File: src/rtl/pipe_stage_reg_if.sv
// pipe_stage_reg_if: upstream/downstream valid-ready bundle of a pipeline stage register.
interface pipe_stage_reg_if #(
    parameter int DATA_W = 32,
    parameter int CTRL_W = 8
);
    logic              in_valid;
    logic              in_ready;
    logic [DATA_W-1:0] in_data;
    logic [CTRL_W-1:0] in_ctrl;
    logic              out_valid;
    logic              out_ready;
    logic [DATA_W-1:0] out_data;
    logic [CTRL_W-1:0] out_ctrl;
    logic [1:0]        occupancy;

    modport master (
        output in_valid, in_data, in_ctrl, out_ready,
        input  in_ready, out_valid, out_data, out_ctrl, occupancy
    );
    modport slave (
        input  in_valid, in_data, in_ctrl, out_ready,
        output in_ready, out_valid, out_data, out_ctrl, occupancy
    );
endinterface

File: src/rtl/pipe_stage_reg.sv
// pipe_stage_reg: one-cycle pipeline register with bubble-safe ctrl, flush and optional skid entry.
module pipe_stage_reg #(
    parameter int DATA_W = 32,
    parameter int CTRL_W = 8,
    parameter int SKID   = 0
) (
    input logic             clk,
    input logic             rst_n,
    input logic             flush,
    pipe_stage_reg_if.slave bus
);
    logic              main_valid_q, main_valid_d, skid_valid_q, skid_valid_d;
    logic [DATA_W-1:0] main_data_q, main_data_d, skid_data_q, skid_data_d;
    logic [CTRL_W-1:0] main_ctrl_q, main_ctrl_d, skid_ctrl_q, skid_ctrl_d;
    logic              in_fire, out_fire;

    // With a skid entry, in_ready looks only at registered state, cutting the out_ready path
    assign bus.in_ready  = (SKID != 0 ? !skid_valid_q : (!main_valid_q | bus.out_ready)) & !flush & rst_n;
    assign in_fire       = bus.in_valid & bus.in_ready;
    assign out_fire      = main_valid_q & bus.out_ready;
    assign bus.out_valid = main_valid_q;
    assign bus.out_data  = main_data_q;
    assign bus.out_ctrl  = main_ctrl_q & {CTRL_W{main_valid_q}};
    assign bus.occupancy = {1'b0, main_valid_q} + {1'b0, skid_valid_q};

    always_comb begin
        main_valid_d = main_valid_q;
        main_data_d  = main_data_q;
        main_ctrl_d  = main_ctrl_q;
        skid_valid_d = skid_valid_q;
        skid_data_d  = skid_data_q;
        skid_ctrl_d  = skid_ctrl_q;
        if (flush) begin
            main_valid_d = 1'b0;
            main_ctrl_d  = '0;
            skid_valid_d = 1'b0;
            skid_ctrl_d  = '0;
        end else begin
            if (out_fire) begin
                main_valid_d = skid_valid_q;
                main_data_d  = skid_valid_q ? skid_data_q : main_data_q;
                main_ctrl_d  = skid_valid_q ? skid_ctrl_q : main_ctrl_q;
                skid_valid_d = 1'b0;
            end
            // in_fire implies the skid slot is empty, so it never collides with the refill above
            if (in_fire && (!main_valid_q || out_fire)) begin
                main_valid_d = 1'b1;
                main_data_d  = bus.in_data;
                main_ctrl_d  = bus.in_ctrl;
            end else if (in_fire && SKID != 0) begin
                skid_valid_d = 1'b1;
                skid_data_d  = bus.in_data;
                skid_ctrl_d  = bus.in_ctrl;
            end
        end
    end

    always_ff @(posedge clk or negedge rst_n) begin
        if (!rst_n) begin
            main_valid_q <= 1'b0;
            main_data_q  <= '0;
            main_ctrl_q  <= '0;
            skid_valid_q <= 1'b0;
            skid_data_q  <= '0;
            skid_ctrl_q  <= '0;
        end else begin
            main_valid_q <= main_valid_d;
            main_data_q  <= main_data_d;
            main_ctrl_q  <= main_ctrl_d;
            skid_valid_q <= skid_valid_d;
            skid_data_q  <= skid_data_d;
            skid_ctrl_q  <= skid_ctrl_d;
        end
    end
endmodule

File: src/flat_wrapper.sv
// flat-port wrapper written by rule: the top's interface ports become plain ports
module pipe_stage_reg_flat 
#(
    parameter int DATA_W = 32,
    parameter int CTRL_W = 8,
    parameter int SKID   = 0
)
  (clk, rst_n, flush, bus_in_valid, bus_in_data, bus_in_ctrl, bus_out_ready, bus_in_ready, bus_out_valid, bus_out_data, bus_out_ctrl, bus_occupancy);
  pipe_stage_reg_if #(.DATA_W(DATA_W), .CTRL_W(CTRL_W)) bus_i ();
  input logic clk;
  input logic rst_n;
  input logic flush;
  input wire logic [$bits(bus_i.in_valid)-1:0] bus_in_valid;
  input wire logic [$bits(bus_i.in_data)-1:0] bus_in_data;
  input wire logic [$bits(bus_i.in_ctrl)-1:0] bus_in_ctrl;
  input wire logic [$bits(bus_i.out_ready)-1:0] bus_out_ready;
  output wire logic [$bits(bus_i.in_ready)-1:0] bus_in_ready;
  output wire logic [$bits(bus_i.out_valid)-1:0] bus_out_valid;
  output wire logic [$bits(bus_i.out_data)-1:0] bus_out_data;
  output wire logic [$bits(bus_i.out_ctrl)-1:0] bus_out_ctrl;
  output wire logic [$bits(bus_i.occupancy)-1:0] bus_occupancy;
  assign bus_i.in_valid = bus_in_valid;
  assign bus_i.in_data = bus_in_data;
  assign bus_i.in_ctrl = bus_in_ctrl;
  assign bus_i.out_ready = bus_out_ready;
  assign bus_in_ready = bus_i.in_ready;
  assign bus_out_valid = bus_i.out_valid;
  assign bus_out_data = bus_i.out_data;
  assign bus_out_ctrl = bus_i.out_ctrl;
  assign bus_occupancy = bus_i.occupancy;
  pipe_stage_reg #(.DATA_W(DATA_W), .CTRL_W(CTRL_W), .SKID(SKID)) u_core (.clk(clk), .rst_n(rst_n), .flush(flush), .bus(bus_i));
endmodule
File: config.mk
export PLATFORM = sky130hd
export DESIGN_NAME = pipe_stage_reg_flat
export DESIGN_NICKNAME = d
export VERILOG_FILES = /design/src/rtl/pipe_stage_reg_if.sv /design/src/rtl/pipe_stage_reg.sv /design/src/flat_wrapper.sv
export SDC_FILE = /design/constraint.sdc
export NUM_CORES = 1
export LEC_CHECK = 0
export ABC_CLOCK_PERIOD_IN_PS = 1880
export CAP_MARGIN = 20
export CORE_ASPECT_RATIO = 1.75
export CORE_MARGIN = 2
export CORE_UTILIZATION = 43
export CTS_CLUSTER_DIAMETER = 60
export DETAILED_ROUTE_END_ITERATION = 8
export PLACE_DENSITY = 0.84
export SYNTH_ARGS = -nofsm -noshare
export SYNTH_HDL_FRONTEND = slang
export SYNTH_SLANG_ARGS = --single-unit
File: constraint.sdc
create_clock -name clk -period 1.88 [get_ports clk]
set_input_delay 0.564 -clock clk [delete_from_list [all_inputs] [get_ports clk]]
set_output_delay 0.564 -clock clk [all_outputs]
set_load 0.02 [all_outputs]
==> results.sh <==
export IMPL_outcome="finished clean"
export IMPL_cts_tree="built"
export IMPL_finalHoldViolations=0
export IMPL_drive_above_1_share_pct=29.8
export IMPL_cp_slowest_cell="clkdlybuf4s50_1"
export IMPL_antenna_found_initial=0
export IMPL_critical_path_buf_inv_count=1
export IMPL_internal_power_mw=1.84
export IMPL_tightestPinTransition_ns=0.540
export IMPL_cts_max_level=2
export IMPL_hold_class="in2async"
export IMPL_coreArea_um2=4110
export IMPL_maxSlewViolCount=0
export IMPL_avgViaCountPerCell=4.82
export IMPL_r2r_start="u_core.bus.out_valid$_DFFE_PN0P_"
export IMPL_die_h_um=90.5
export IMPL_use_met1_pct=21.9
export IMPL_dpl_hpwl_um=3100
export IMPL_synth_distinct_cells=13
export IMPL_ant_nets=0
export IMPL_numCtsBuffers=5
export IMPL_drc=0
export IMPL_post_route_period_util_pct=98.4
export IMPL_ys_warn_count=0
export IMPL_syn_nets=154
export IMPL_critical_path_top_delay_family="buffers and inverters"
export IMPL_p_switching_mw=0.749
export IMPL_endpoint_kind="output pin"
export IMPL_synth_yosys_seq_area_share_pct=55.9
export IMPL_clk_latency_ns=0.29
export IMPL_path_depth=1
export IMPL_dpl_cell_area_um2=2800
export IMPL_syn_area_per_cell_um2=16.9
export IMPL_dp_slack_ns=-0.555
export IMPL_total_power_mw=2.58
export IMPL_hold_buffers=0
export IMPL_cp_start_kind="flip-flop"
export IMPL_setup_viol=0
export IMPL_power_leakage_nw=1.43
export IMPL_first_global_vias=1393
export IMPL_stdcell_area_um2=2910
export IMPL_criticalPathCategory="reg2out"
export IMPL_utilization_pct=70.7
export IMPL_setup_slack_ns=0.0298
export IMPL_r2r_worst_path_cells=6
export IMPL_r2r_end="u_core.bus.out_data[29]$_DFFE_PN0P_"
export IMPL_post_drt_wl_per_cell_um=16.5
export IMPL_n_antenna_cell=0
export IMPL_ios=89
export IMPL_clk_path_buf_depth=2
export IMPL_clk_pin_slew_ns=0.08
export IMPL_die_area_um2=4830
export IMPL_layout_nets=249
export IMPL_finalWeightedCongestion=0.703
export IMPL_totalWireLength_um=4190
export IMPL_holdWs_ns=0.347
export IMPL_overflow=0
export IMPL_clockRootBuffer="clkbuf_8"
export IMPL_clkSinkCount=41
export IMPL_netlist_area_leader_share_pct=55.9
export IMPL_synthTopCellsByArea="dfrtp_1, mux2_4, and2_1"
export IMPL_busiest_layer="met2"
export IMPL_cp_arrival_ns=1.29
export IMPL_start_util_pct=44.7
export IMPL_drv_cap=0
export IMPL_gr_usage_met3_pct=4.47
export IMPL_gr_usage_met2_pct=32.9
export IMPL_timing_fmax_ghz=0.540
export IMPL_p_per_area_nw_per_um2=889
export IMPL_drt_iter0_drc=9
export IMPL_ys_seq_elements=41
export IMPL_netlist_area_um2=1840
export IMPL_relSlewSlack_pct=64.0
export IMPL_grt_max_degree=43
export IMPL_p_seq_share_pct=43.4
export IMPL_syn_to_final_growth_pct=58.2
export IMPL_ir_worst_vdd_mv=0.606
export IMPL_num_vias=1224
export IMPL_clkPwrFrac_pct=21.5
export IMPL_io_buffers=87
export IMPL_grt_usage_pct=19.0
export IMPL_combPwrFrac_pct=35.1
export IMPL_yosysTopAreaCell="dfrtp_1"
export IMPL_finClkSkew_ns=0.00580
export IMPL_crit_chain="clkdlybuf4s50_1"
export IMPL_dr_pass1_iters=3
export IMPL_critPathMaxStageDelay_ns=0.61
export IMPL_netlist_instances=109
export IMPL_critPathMaxFanout=2
export IMPL_grt_pass1_wl_um=6800
export IMPL_std_cell_rows=31
export IMPL_p_sw_share_pct=29.0
export IMPL_min_period_ns=1.85
export IMPL_die_x_um=53.4
export IMPL_worstPathRequired_ns=1.32
export IMPL_r2r_setup_slack_ns=0.31
[logic make-up (layout without fill, tap and decap cells)]
logic type	after synthesis	after routing	share of synthesized area [%]
AO/OA/AOI/OAI	1	1	0.272
buffers and inverters	7	103	3.47
flip-flops	41	41	55.9
AND/OR/NAND/NOR	19	19	7.70
multiplexers	40	40	32.5
other	1	1	0.204
[power groups by stage]
stage / Sequential [mW] / Combinational (mW) / Clock [mW]
final: 1.12 / 0.906 / 0.556
after global routing: 1.14 / 0.949 / 0.624
after CTS: 1.12 / 0.916 / 0.577
after detailed placement: 1.14 / 0.911 / 0
after global placement: 1.13 / 0.898 / 0
after floorplan: 1.31 / 0.271 / 0
[what timing repair did]
item | 4_1_cts | 5_1_grt
buffers inserted | 1 | 0
gates resized for setup | 14 | 16
setup endpoints to repair | 11 | 11
gates cloned | 0 | 0
pin swaps | 0 | 1
[synth_stat cells]
library cell	n
mux2_4	39
mux2_2	1
o21ai_0	1
conb_1	1
nand2b_2	1
and2_1	8
dfrtp_1	41
buf_6	4
nor2b_1	8
nand4b_4	1
and3b_1	1
clkbuf_1	1
buf_4	2
[state kept, by name (all words and copies together), names as in the netlist]
signal                cells
u_core.bus.out_valid      1
u_core.main_ctrl_q        8
u_core.bus.out_data      32
[final cells by class]
type	count	area [µm²]
flip-flops and latches	41	1030
well taps	49	61.3
repair buffers	95	980
clock buffers	5	68.8
clock inverters	3	17.5
fillers	286	1210
multi-input cells	61	752
[per-layer routing]
metal	routed length, µm	part of all wire (%)	vias up
li1	-	-	556
met1	1610	38	604
met2	2230	53	57
met3	292	7.0	7
met4	67	1.6	0
met5	0	0	-
[cells in the final DEF (no fill, tap or decap), drive strengths merged]
cell           Yosys  routed
clkinvlp           0       1
and3b              1       1
clkinv             0       2
dlygate4sd2        0       2
nor2b              8       8
clkdlybuf4s50      0      71
and2               8       8
nand4b             1       1
mux2              40      40
conb               1       1
dlymetal6s2s       0       4
clkdlybuf4s15      0       7
dfrtp             41      41
o21ai              1       1
buf                6      10
clkbuf             1       6
nand2b             1       1
[worst max path at each step]
stage,start,to
after floorplan,flush,bus_in_ready
after global placement,bus_out_ready,bus_in_ready
after detailed placement,bus_out_ready,bus_in_ready
after CTS,bus_out_ready,bus_in_ready
after global routing,u_core.bus.out_valid$_DFFE_PN0P_,bus_out_ctrl[2]
final,u_core.bus.out_data[27]$_DFFE_PN0P_,bus_out_data[27]
[stage by stage]
stage	std cells	TNS (ns)
after floorplan	109	0
after global placement	245	-8.73
after detailed placement	245	-9.22
after CTS	254	-0.143
after global routing	254	-0.0126
final	254	0
(Power assumes the default switching activity.)
==> RTL change: new RTL, config.mk and constraints unchanged <==
`CTRL_W` is set to 8 in 3 places; all go to 6.
--- a/src/rtl/pipe_stage_reg_if.sv
+++ b/src/rtl/pipe_stage_reg_if.sv
@@ -2,5 +2,5 @@
 interface pipe_stage_reg_if #(
     parameter int DATA_W = 32,
-    parameter int CTRL_W = 8
+    parameter int CTRL_W = 6
 );
     logic              in_valid;
--- a/src/rtl/pipe_stage_reg.sv
+++ b/src/rtl/pipe_stage_reg.sv
@@ -2,5 +2,5 @@
 module pipe_stage_reg #(
     parameter int DATA_W = 32,
-    parameter int CTRL_W = 8,
+    parameter int CTRL_W = 6,
     parameter int SKID   = 0
 ) (
--- a/src/flat_wrapper.sv
+++ b/src/flat_wrapper.sv
@@ -3,5 +3,5 @@
 #(
     parameter int DATA_W = 32,
-    parameter int CTRL_W = 8,
+    parameter int CTRL_W = 6,
     parameter int SKID   = 0
 )
Interface: changed (resized bus_in_ctrl and bus_out_ctrl); port bits go from 89 to 85. No check against the original RTL was run, so the function may have changed too.
==> RTL change against the original RTL <==
Setup slack better by 0.016 ns. Sequential share of layout area is 2.4 points higher. Clock power down 6.5%. Area after synthesis shrank 12%. First-iteration DRC count rose by 11%. Wire length fell by 9.0%. Design area fell by 11%. Total power shrank 7.0%. Non-clock buffer count fell by 6. Combinational power decreased by 10%. Sequential cell count is 2 lower. Critical endpoint is now bus_out_data[3]. Largest power group unchanged.
==> RTL change: results (changes against the original RTL) <==
- Status: completed
- Global-route wire length before repair: 6.313 mm (-7.1%)
- Number of global-route vias before repair: 1317 (-5.5%)
- Register area share after synthesis: 0.6051 (+0.04654)
- Async S/R FF share, synth: 1.000 (unchanged)
- CP Data Arrival Time: 1.27 ns (-0.02 ns)
- Multiplexer area fraction after synthesis: 0.2863 (-0.03866)
- I/O Buffers: 83 (-4.6%)
- Post-synthesis adder-cell area fraction: 0 (unchanged)
- Total routed wirelength: 3.818 mm (-9.0%)
- Pre-antenna DRT Iters: 4 (+1)
- Post-DP HPWL: 2.919 mm (-5.9%)
- Largest net degree at the start of global routing: 41 (-4.7%)
- Global Route Usage Sum: 0.1978 (+0.007644)
- Cells after Synth: 100 (-8.3%)
- Flip-flop count of the largest register after layout: 32 (unchanged)
- Pint: 1.717 mW (-6.4%)
- Static leakage: 1.199 nW (-16%)
- Post-Syn Nets: 143 (-7.1%)
- FILL cells: 248 (-13%)
- Critical path peak fanout: 2 (unchanged)
- Largest cells by area after synthesis: dfrtp_1 (61%), mux2_2 (20%), mux2_4 (8.4%), and2_1 (2.3%), nor2b_1 (2.3%)
- CP peak stage delay: 0.63 ns (+0.02 ns)
- Maximum vdd ir drop: 0.0006985 V (+15%)
- Crit path capture type: output port
- CP delay by family, top: buffers and inverters
- Measured slew at the worst slew-check pin: 0.5090 ns (-0.03068 ns)
- Gpl congestion: 0.7426 (+5.6%)
- Clock Path Buffers: 2 (unchanged)
- 1st-iter DRT viols: 10 (+1)
- Top post-synthesis cells by count: dfrtp_1 (39), mux2_2 (29), mux2_4 (9), and2_1 (6), nor2b_1 (6)
- Root buffer cell: clkbuf_8
- Via density: 4.798 (-0.43%)
- Post-Layout Cell Count: 238 (-6.3%)
- Clk_skew: 0.003809 ns (-0.001990 ns)
- Fraction of layout cells with a size suffix above 1: 0.2880 (-0.009603)
- Final setup viols: 0 (unchanged)
- Cells after DPL: 229 (-6.5%)
- Antenna violations before repair: 1 (+1)
- Compound-cell area share of the yosys netlist: 0.003103 (+0.0003784)
- Postcts setup bufs: 0 (-1)
## RTL change: final timing paths
kind	start	endpoint	slack [ns]	depth (start not counted)
setup / recovery	u_core.bus.out_data[3]	bus_out_data[3]	0.05	1
max in group asynchronous	rst_n	u_core.bus.out_valid	1.14	2
min in group clk	u_core.bus.out_data[4]	u_core.bus.out_data[4]	0.51	1
setup reg to reg	u_core.bus.out_valid	u_core.bus.out_data[10]	0.45	5
hold reg to reg	u_core.bus.out_data[4]	u_core.bus.out_data[4]	0.51	1
hold / removal	rst_n	u_core.main_ctrl_q[4]	0.37	2
## RTL change: per-stage QoR
step / hold slack [ns] / area (um2) / setup WS, ns / TNS (ns)
finish: 0.3700 / 2590 / 0.04543 / 0
CTS: 0.3729 / 2571 / -0.1639 / -0.1639
floorplan: 0.2684 / 1613 / 0.2971 / 0
detailed placement: 0.4918 / 2504 / -0.5777 / -7.091
global route: 0.4111 / 2590 / 0.007438 / 0
global placement: 0.4860 / 2504 / -0.5592 / -6.241
## RTL change: timing repair
item / 4_1_cts / 5_1_grt
gates resized for setup: 13 / 5
hold buffers: 0 / 0
endpoints found under the setup margin: 9 / 1
pin swaps: 0 / 1
## RTL change: final cells by class
type	count	area share
flip-flops and latches	39	0.3773
well taps	46	0.02222
repair buffers	89	0.3396
clock inverters	1	0.001932
diodes	1	0.0009662
multi-input cells	55	0.2285
clock buffers	7	0.02947
## RTL change: cell families after synthesis
kind of cell | after synthesis
muxes | 38
AOI/OAI and AO/OA | 1
and+or+nand+nor | 15
buffers and inverters | 6
DFF | 39
other | 1
## RTL change: power groups by stage
| stage | Sequential, mW | Combinational, mW | Clock [mW] |
|---|---|---|---|
| floorplan | 1.25 | 0.195 | 0 |
| global placement | 1.07 | 0.804 | 0 |
| global route | 1.09 | 0.857 | 0.573 |
| finish | 1.07 | 0.812 | 0.520 |
| detailed placement | 1.09 | 0.821 | 0 |
| CTS | 1.07 | 0.822 | 0.543 |
## RTL change: layer usage
| layer | part of all wire | track usage |
|---|---|---|
| met1 | 0.35 | 0.2057 |
| met2 | 0.57 | 0.3577 |
| met3 | 0.056 | 0.05106 |
| met4 | 0.025 | 0.09582 |
| met5 | 0 | 0 |
